==> config.mk <==
export PLATFORM = sky130hd
export DESIGN_NAME = cpu_controller_flat
export DESIGN_NICKNAME = d
export VERILOG_FILES = /design/src/rtl/cpu_controller_if.sv /design/src/rtl/cpu_controller.sv /design/src/flat_wrapper.sv
export SDC_FILE = /design/constraint.sdc
export NUM_CORES = 1
export LEC_CHECK = 0
export ABC_AREA = 1
export BUFFER_PORTS_ARGS = -buffer_cell sky130_fd_sc_hd__buf_2
export CORE_AREA = 3 3 40 42
export CTS_CLUSTER_SIZE = 10
export DETAILED_ROUTE_END_ITERATION = 10
export DIE_AREA = 0 0 43 45
export PLACE_DENSITY = 0.51
export SLEW_MARGIN = 20
export SYNTH_ARGS = -nofsm -noshare
export SYNTH_HDL_FRONTEND = slang
export SYNTH_SLANG_ARGS = --single-unit
==> constraint.sdc <==
create_clock -name clk -period 1.9 [get_ports clk]
set_input_delay 0.38 -clock clk [delete_from_list [all_inputs] [get_ports clk]]
set_output_delay 0.38 -clock clk [all_outputs]
set_load 0.1 [all_outputs]
==> src/rtl/cpu_controller_if.sv <==
// Opcode/flag inputs and datapath strobes between the sequencer and the CPU datapath.
// The resume input exists only when CPU_CTRL_RESUME_EN is defined.
interface cpu_controller_if;
  logic [2:0] opcode;
  logic       zero;
`ifdef CPU_CTRL_RESUME_EN
  logic       resume;
`endif
  logic       sel;
  logic       rd;
  logic       ld_ir;
  logic       inc_pc;
  logic       ld_pc;
  logic       ld_ac;
  logic       data_e;
  logic       wr;
  logic       halt;

  modport master (
`ifdef CPU_CTRL_RESUME_EN
    input  resume,
`endif
    input  opcode, zero,
    output sel, rd, ld_ir, inc_pc, ld_pc, ld_ac, data_e, wr, halt
  );

  modport slave (
`ifdef CPU_CTRL_RESUME_EN
    output resume,
`endif
    output opcode, zero,
    input  sel, rd, ld_ir, inc_pc, ld_pc, ld_ac, data_e, wr, halt
  );
endinterface

==> src/rtl/cpu_controller.sv <==
// 8-phase instruction sequencer for the 8-bit RISC CPU; strobes decode combinationally from phase.
// Optional CPU_CTRL_RESUME_EN: a resume pulse while halted restarts at phase 5 of the HLT instruction.
module cpu_controller (
  input  logic             clk,
  input  logic             rst,
  cpu_controller_if.master bus
);
  localparam int NPHASE = 8;

  localparam logic [2:0] INST_ADDR  = 3'd0;
  localparam logic [2:0] INST_FETCH = 3'd1;
  localparam logic [2:0] INST_LOAD  = 3'd2;
  localparam logic [2:0] IDLE       = 3'd3;
  localparam logic [2:0] OP_ADDR    = 3'd4;
  localparam logic [2:0] OP_FETCH   = 3'd5;
  localparam logic [2:0] ALU_OP     = 3'd6;
  localparam logic [2:0] STORE      = 3'd7;

  localparam logic [2:0] OP_HLT = 3'd0;
  localparam logic [2:0] OP_SKZ = 3'd1;
  localparam logic [2:0] OP_ADD = 3'd2;
  localparam logic [2:0] OP_AND = 3'd3;
  localparam logic [2:0] OP_XOR = 3'd4;
  localparam logic [2:0] OP_LDA = 3'd5;
  localparam logic [2:0] OP_STO = 3'd6;
  localparam logic [2:0] OP_JMP = 3'd7;

  logic [2:0] phase_reg;
  logic       halted_reg;

  always_ff @(posedge clk or posedge rst) begin
    if (rst) begin
      phase_reg  <= INST_ADDR;
      halted_reg <= 1'b0;
    end else if (halted_reg) begin
`ifdef CPU_CTRL_RESUME_EN
      if (bus.resume) begin
        halted_reg <= 1'b0;
        phase_reg  <= OP_FETCH;
      end
`endif
    end else if (phase_reg == OP_ADDR && bus.opcode == OP_HLT) begin
      halted_reg <= 1'b1;
    end else if (phase_reg == 3'(NPHASE - 1)) begin
      phase_reg <= INST_ADDR;
    end else begin
      phase_reg <= phase_reg + 3'd1;
    end
  end

  // Equality decodes (no default masking) so an X opcode shows up as X on dependent strobes.
  logic is_hlt, is_skz, is_sto, is_jmp, aluop;
  assign is_hlt = (bus.opcode == OP_HLT);
  assign is_skz = (bus.opcode == OP_SKZ);
  assign is_sto = (bus.opcode == OP_STO);
  assign is_jmp = (bus.opcode == OP_JMP);
  assign aluop  = (bus.opcode == OP_ADD) || (bus.opcode == OP_AND) ||
                  (bus.opcode == OP_XOR) || (bus.opcode == OP_LDA);

  always_comb begin
    bus.sel    = 1'b0;
    bus.rd     = 1'b0;
    bus.ld_ir  = 1'b0;
    bus.inc_pc = 1'b0;
    bus.ld_pc  = 1'b0;
    bus.ld_ac  = 1'b0;
    bus.data_e = 1'b0;
    bus.wr     = 1'b0;
    bus.halt   = 1'b0;
    if (halted_reg) begin
      bus.halt = 1'b1;
    end else begin
      case (phase_reg)
        INST_ADDR: bus.sel = 1'b1;
        INST_FETCH: begin
          bus.sel = 1'b1;
          bus.rd  = 1'b1;
        end
        INST_LOAD, IDLE: begin
          bus.sel   = 1'b1;
          bus.rd    = 1'b1;
          bus.ld_ir = 1'b1;
        end
        OP_ADDR: begin
          bus.inc_pc = 1'b1;
          bus.halt   = is_hlt;
        end
        OP_FETCH: bus.rd = aluop;
        ALU_OP: begin
          bus.rd     = aluop;
          bus.inc_pc = is_skz && bus.zero;
          bus.ld_pc  = is_jmp;
          bus.data_e = is_sto;
        end
        STORE: begin
          bus.rd     = aluop;
          bus.ld_ac  = aluop;
          bus.ld_pc  = is_jmp;
          bus.inc_pc = is_jmp;
          bus.data_e = is_sto;
          bus.wr     = is_sto;
        end
        default: ;
      endcase
    end
  end
endmodule

==> src/flat_wrapper.sv <==
// flat-port wrapper written by rule: the top's interface ports become plain ports
module cpu_controller_flat 
  (clk, rst, bus_opcode, bus_zero, bus_sel, bus_rd, bus_ld_ir, bus_inc_pc, bus_ld_pc, bus_ld_ac, bus_data_e, bus_wr, bus_halt);
  cpu_controller_if bus_i ();
  input  logic clk;
  input  logic rst;
  input wire logic [$bits(bus_i.opcode)-1:0] bus_opcode;
  input wire logic [$bits(bus_i.zero)-1:0] bus_zero;
  output wire logic [$bits(bus_i.sel)-1:0] bus_sel;
  output wire logic [$bits(bus_i.rd)-1:0] bus_rd;
  output wire logic [$bits(bus_i.ld_ir)-1:0] bus_ld_ir;
  output wire logic [$bits(bus_i.inc_pc)-1:0] bus_inc_pc;
  output wire logic [$bits(bus_i.ld_pc)-1:0] bus_ld_pc;
  output wire logic [$bits(bus_i.ld_ac)-1:0] bus_ld_ac;
  output wire logic [$bits(bus_i.data_e)-1:0] bus_data_e;
  output wire logic [$bits(bus_i.wr)-1:0] bus_wr;
  output wire logic [$bits(bus_i.halt)-1:0] bus_halt;
  assign bus_i.opcode = bus_opcode;
  assign bus_i.zero = bus_zero;
  assign bus_sel = bus_i.sel;
  assign bus_rd = bus_i.rd;
  assign bus_ld_ir = bus_i.ld_ir;
  assign bus_inc_pc = bus_i.inc_pc;
  assign bus_ld_pc = bus_i.ld_pc;
  assign bus_ld_ac = bus_i.ld_ac;
  assign bus_data_e = bus_i.data_e;
  assign bus_wr = bus_i.wr;
  assign bus_halt = bus_i.halt;
  cpu_controller u_core (.clk(clk), .rst(rst), .bus(bus_i));
endmodule
== After elaboration in Yosys (flattened, before gate mapping) ==
Index checks and enable logic that the tools add are counted.

* Register bits after elaboration: 4
* Word-level logic and storage cells: 53
* Bits of input ports: 6
* Output and inout bits: 9

* Bitwise operators: 2
* Equal/unequal tests: 14
* Add/subtract/negate cells: 1
* Reduce and logical (&&, ||, !) cells: 13
* Mux-type cells: 21

{| class="wikitable"
|+ Operators with widths
! operator !! number
|-
| 3-bit equality test, second input constant || 8
|-
| 1-bit 2-to-1 mux || 18
|-
| 3-bit by 2-bit equality test with 1-bit output, second input constant || 4
|-
| 3-bit by 1-bit equality test with 1-bit output, second input constant || 2
|-
| 3-bit logical NOT || 2
|-
| 3-bit OR reduction || 2
|-
| 2-bit OR reduction || 2
|-
| 4-bit OR reduction || 1
|-
| 3-bit by 1-bit adder with 3-bit output, second input constant || 1
|-
| 1-bit logical OR || 3
|-
| 3-bit 2-to-1 mux || 1
|-
| 1-bit case mux with 3 select lines || 1
|-
| 1-bit logical AND || 2
|-
| 1-bit inverter || 2
|-
| 1-bit case mux with 2 select lines || 1
|-
| 2-bit AND reduction || 1
|}

== Logic depth before layout (Yosys ltp) ==
* Depth in word-level cells: 6
* Depth in mapped cells: 8
* Gate-level depth less buffers: 8

== Least setup slack after synthesis ==
OpenSTA, ideal clock, no wires.

* Path type: register -> output
* From: reg u_core.phase_reg[1]
* To: out bus_ld_ac
* Data arrival time: 2,893 ps
* Path slack: -1,373 ps
* Stages on the path, launching flop included: 5
* Buffers on the path: 0
* Data required time: 1,520 ps
* Path through: dfrtp_1 ha_1 ha_1 nand2_1 nor3_1

* Word-level cells in the longest chain between the ends: 3

{| class="wikitable"
|+ RTL lines
! element !! line !! text
|-
| from (decl) || cpu_controller.sv:28 || <nowiki>logic [2:0] phase_reg;</nowiki>
|-
| from (signal assigned) || cpu_controller.sv:47 || <nowiki>phase_reg <= phase_reg + 3'd1;</nowiki>
|-
| 3-bit equality test || cpu_controller.sv:73 || <nowiki>case (phase_reg)</nowiki>
|-
| 1-bit 2-to-1 mux || cpu_controller.sv:73 ||
|-
| 1-bit 2-to-1 mux || cpu_controller.sv:70 || <nowiki>if (halted_reg) begin</nowiki>
|-
| to (decl) || flat_wrapper.sv:14 || <nowiki>output wire logic [$bits(bus_i.ld_ac)-1:0] bus_ld_ac;</nowiki>
|}

No other way between the ends.

== Final worst setup path ==
* From: reg u_core.phase_reg[1]
* To: out bus_rd

* Word-level cells in the longest chain between the ends: 4
* Elaborated cells between the ends (all ways): 10
* Classes of those cells: eq/ne: 6; mux: 2; reduce/logical: 2

{| class="wikitable"
|+ RTL lines
! element !! line !! text
|-
| 3-bit equality test, or another cell as far along || cpu_controller.sv:73 ||
|-
| 3-bit OR reduction (no line) || n/a ||
|-
| 1-bit case mux with 2 select lines * || cpu_controller.sv:73 ||
|-
| 1-bit 2-to-1 mux * || cpu_controller.sv:70 ||
|-
| to (decl) || flat_wrapper.sv:10 || <nowiki>output wire logic [$bits(bus_i.rd)-1:0] bus_rd;</nowiki>
|}

Mark *: on every way between the ends. The rest lies on a longest branch, timed or not.

==> reports/metrics.yaml <==
power:
  vdd_drop_max_uv: 317
  total_leakage_power_uw: 0.000383
  power.density_nw_per_um2: 280
final_layout:
  final_area_um2: 817
  drive_gt1_frac: 0.602
  fill_cells: 95
  n_antenna_cell: 0
  fin_nets: 101
  syn2layout_area_growth_pct: 105
  largest_reg_flops: 3
floorplan:
  pin_count: 15
  rows: 13
  die_area_um2: 1940
  die_h_um: 45
  core_area_um2: 1280
  initial_utilization: 0.311
  die_x_um: 43
global_route:
  grt_pass1_wl_um: 1670
  gr-total-overflow: 0
  antenna_found_initial: 0
  grt_max_degree: 6
  track_usage: 0.119
  grt_pass1_vias: 409
synthesis:
  yosys.cell_types.count: 13
  yosys_warnings: 0
  synth.cell_area_um2: 399
  synthCells: 59
  synth_nets: 71
  synth.most_common_cell: "nand2_1"
  ys_top_cells_by_area: "dfrtp_1 25%, ha_1 19%, nand2_1 14%"
  synth.avg_cell_area_um2: 6.76
  synth-main-ff-cell: "dfrtp_1"
  netlist.area_leader.share: 0.251
  ys_async_sr_fraction: 1.00
  yosys.area.top_type: "dfrtp_1"
  synth_edf_count: 0
  synth_common_cells: "15 x nand2_1, 10 x nor2_1, 8 x inv_1, 8 x nand3_1, 6 x ha_1"
  seq_area_frac_synth: 0.251
  ys_ff_latch: 4
place:
  placed_area_um2: 656
  place_ws_ns: 0.172
  gp_congestion: 0.808
  hpwl_um: 811
  io_buffers: 14
worst_setup_path:
  end_kind: "output port"
  r2r_cells: 9
  required_ns: 1.52
  r2r_start: "u_core.phase_reg[1]"
  cp-start-kind: "register"
  arrival_ns: 1.51
  crit_path_cell_trace: "ha_4 -> ha_4 -> nor2_4 -> nand2_2 -> nand3_2 -> nand2_2 -> buf_12"
  cp_slowest_cell: "dfrtp_2"
  slowest_delay_ns: 0.46
  rr_endpoint: "u_core.phase_reg[1]"
  critPathKind: "reg -> out"
  worstPathMaxFanout: 5
  timing.reg2reg.setup_slack_ns: 0.58
cts:
  clk_pin_slew_ns: 0.04
  clockBufferDepth: 2
  clkSinkCount: 4
  clk_latency_ns: 0.24
  cts_inserted_buffers: 3
  cts_tree: "done"
  cts_root_buf: "clkbuf_4"
  hold_buffers: 0
  htree_num_levels: 1
detailed_routing:
  routedWlPerCell_um: 11.1
  routed-via-count: 474
  drc: 0
  drtIter0Drc: 5
  drtPass1Iterations: 4
  ant_nets: 0
  drt_wl_total_um: 1140
  vias_per_cell: 4.60
outcome:
  status: "finished clean"
sta:
  slew_headroom: 0.680
  fin_ws_ns: 0.0124
  hold_violations: 0
  finClkSkew_ns: 0.000811
  max_clock_freq_mhz: 530
  rsz0062_at_grt: "yes"
  fin_crit_sh: 0.993
  fin_setup_tns_ns: 0
  fin_crit_ns: 1.89
  finalSetupViolCount: 0
  tightest_slew_ns: 0.484
  slew_violations: 0
min_path:
  hp-class: "in -> async"
flow_run:
  maxCapViolations: 0
[power breakdown]
part           internal [uW]  leakage [uW]  switching [uW]
combinational           6.45      0.000320            13.6
sequential              85.5     0.0000473               0
clock                   79.4     0.0000150            44.0
[worst max-delay path: cells and delay by family (launching register included)]
kind | cells | cell delay [ns]
AND/OR/NAND/NOR | 4 | 0.27
buffers and inverters | 1 | 0.17
flip-flops | 1 | 0.46
adder cells (fa/ha/maj) | 2 | 0.35
[area by class of cell]
type	instances	area (um2)	share of cell area
flip-flops and latches	4	103	0.126
well taps	15	18.8	0.0230
multi-input cells	47	373	0.456
clock buffers	4	26.3	0.0322
inverters	8	32.5	0.0398
repair buffers	25	264	0.323
[metal layers]
layer | global-route usage | part of all wire | vias to the layer above | routed length, um
li1 | - | - | 243 | -
met5 | 0 | 0 | - | 0
met1 | 0.153 | 0.46 | 221 | 524
met4 | 0.0361 | 0 | 0 | 0
met3 | 0.0598 | 0.041 | 0 | 47
met2 | 0.177 | 0.50 | 10 | 573
[cells by family after synthesis]
| kind of cell | share of synthesized area |
|---|---|
| AOI/OAI and AO/OA | 0.0125 |
| adders and majority gates | 0.188 |
| buffers and inverters | 0.0752 |
| DFF | 0.251 |
| and+or+nand+nor | 0.473 |
[repair_timing]
action | CTS | global route
endpoints found under the setup margin | 5 | 6
resized for setup | 1 | 16
hold endpoints to repair | 0 | 0
pin swaps | 1 | 7
buffers inserted | 4 | 6
[how the worst max path moves through the flow]
stage	end	startpoint	depth (start not counted)	slack, ns
finish	bus_rd	u_core.phase_reg[1]	7	0.01
global route	bus_rd	u_core.phase_reg[1]	7	-0.05
CTS	bus_halt	u_core.phase_reg[1]	7	-0.04
detailed placement	bus_rd	u_core.phase_reg[0]	7	0.17
global placement	bus_rd	u_core.phase_reg[0]	7	0.18
floorplan	bus_wr	u_core.phase_reg[1]	4	-0.16
[through the flow]
| stage | total power (uW) | util | hold WS, ns | instances |
|---|---|---|---|---|
| final | 229 | 0.636 | 0.00400 | 103 |
| after global routing | 246 | 0.636 | 0.00729 | 103 |
| after CTS | 232 | 0.556 | 0.00384 | 97 |
| after detailed placement | 107 | 0.510 | 0.265 | 89 |
| after global placement | 107 | 0.510 | 0.263 | 89 |
| after floorplan | 97.6 | - | 0.146 | 59 |
[cell usage in the layout, fill, tap and decap left out]
cell,count
buf_12,7
buf_2,6
buf_4,10
buf_6,1
clkbuf_1,1
clkbuf_4,4
dfrtp_1,2
dfrtp_2,2
ha_1,2
ha_2,2
ha_4,2
inv_1,6
inv_2,1
inv_4,1
nand2_1,12
nand2_2,4
nand2_4,1
nand3_1,6
nand3_2,2
nor2_1,5
nor2_2,3
nor2_4,4
nor3_4,3
o21ai_0,1
(Power assumes the default switching activity.)
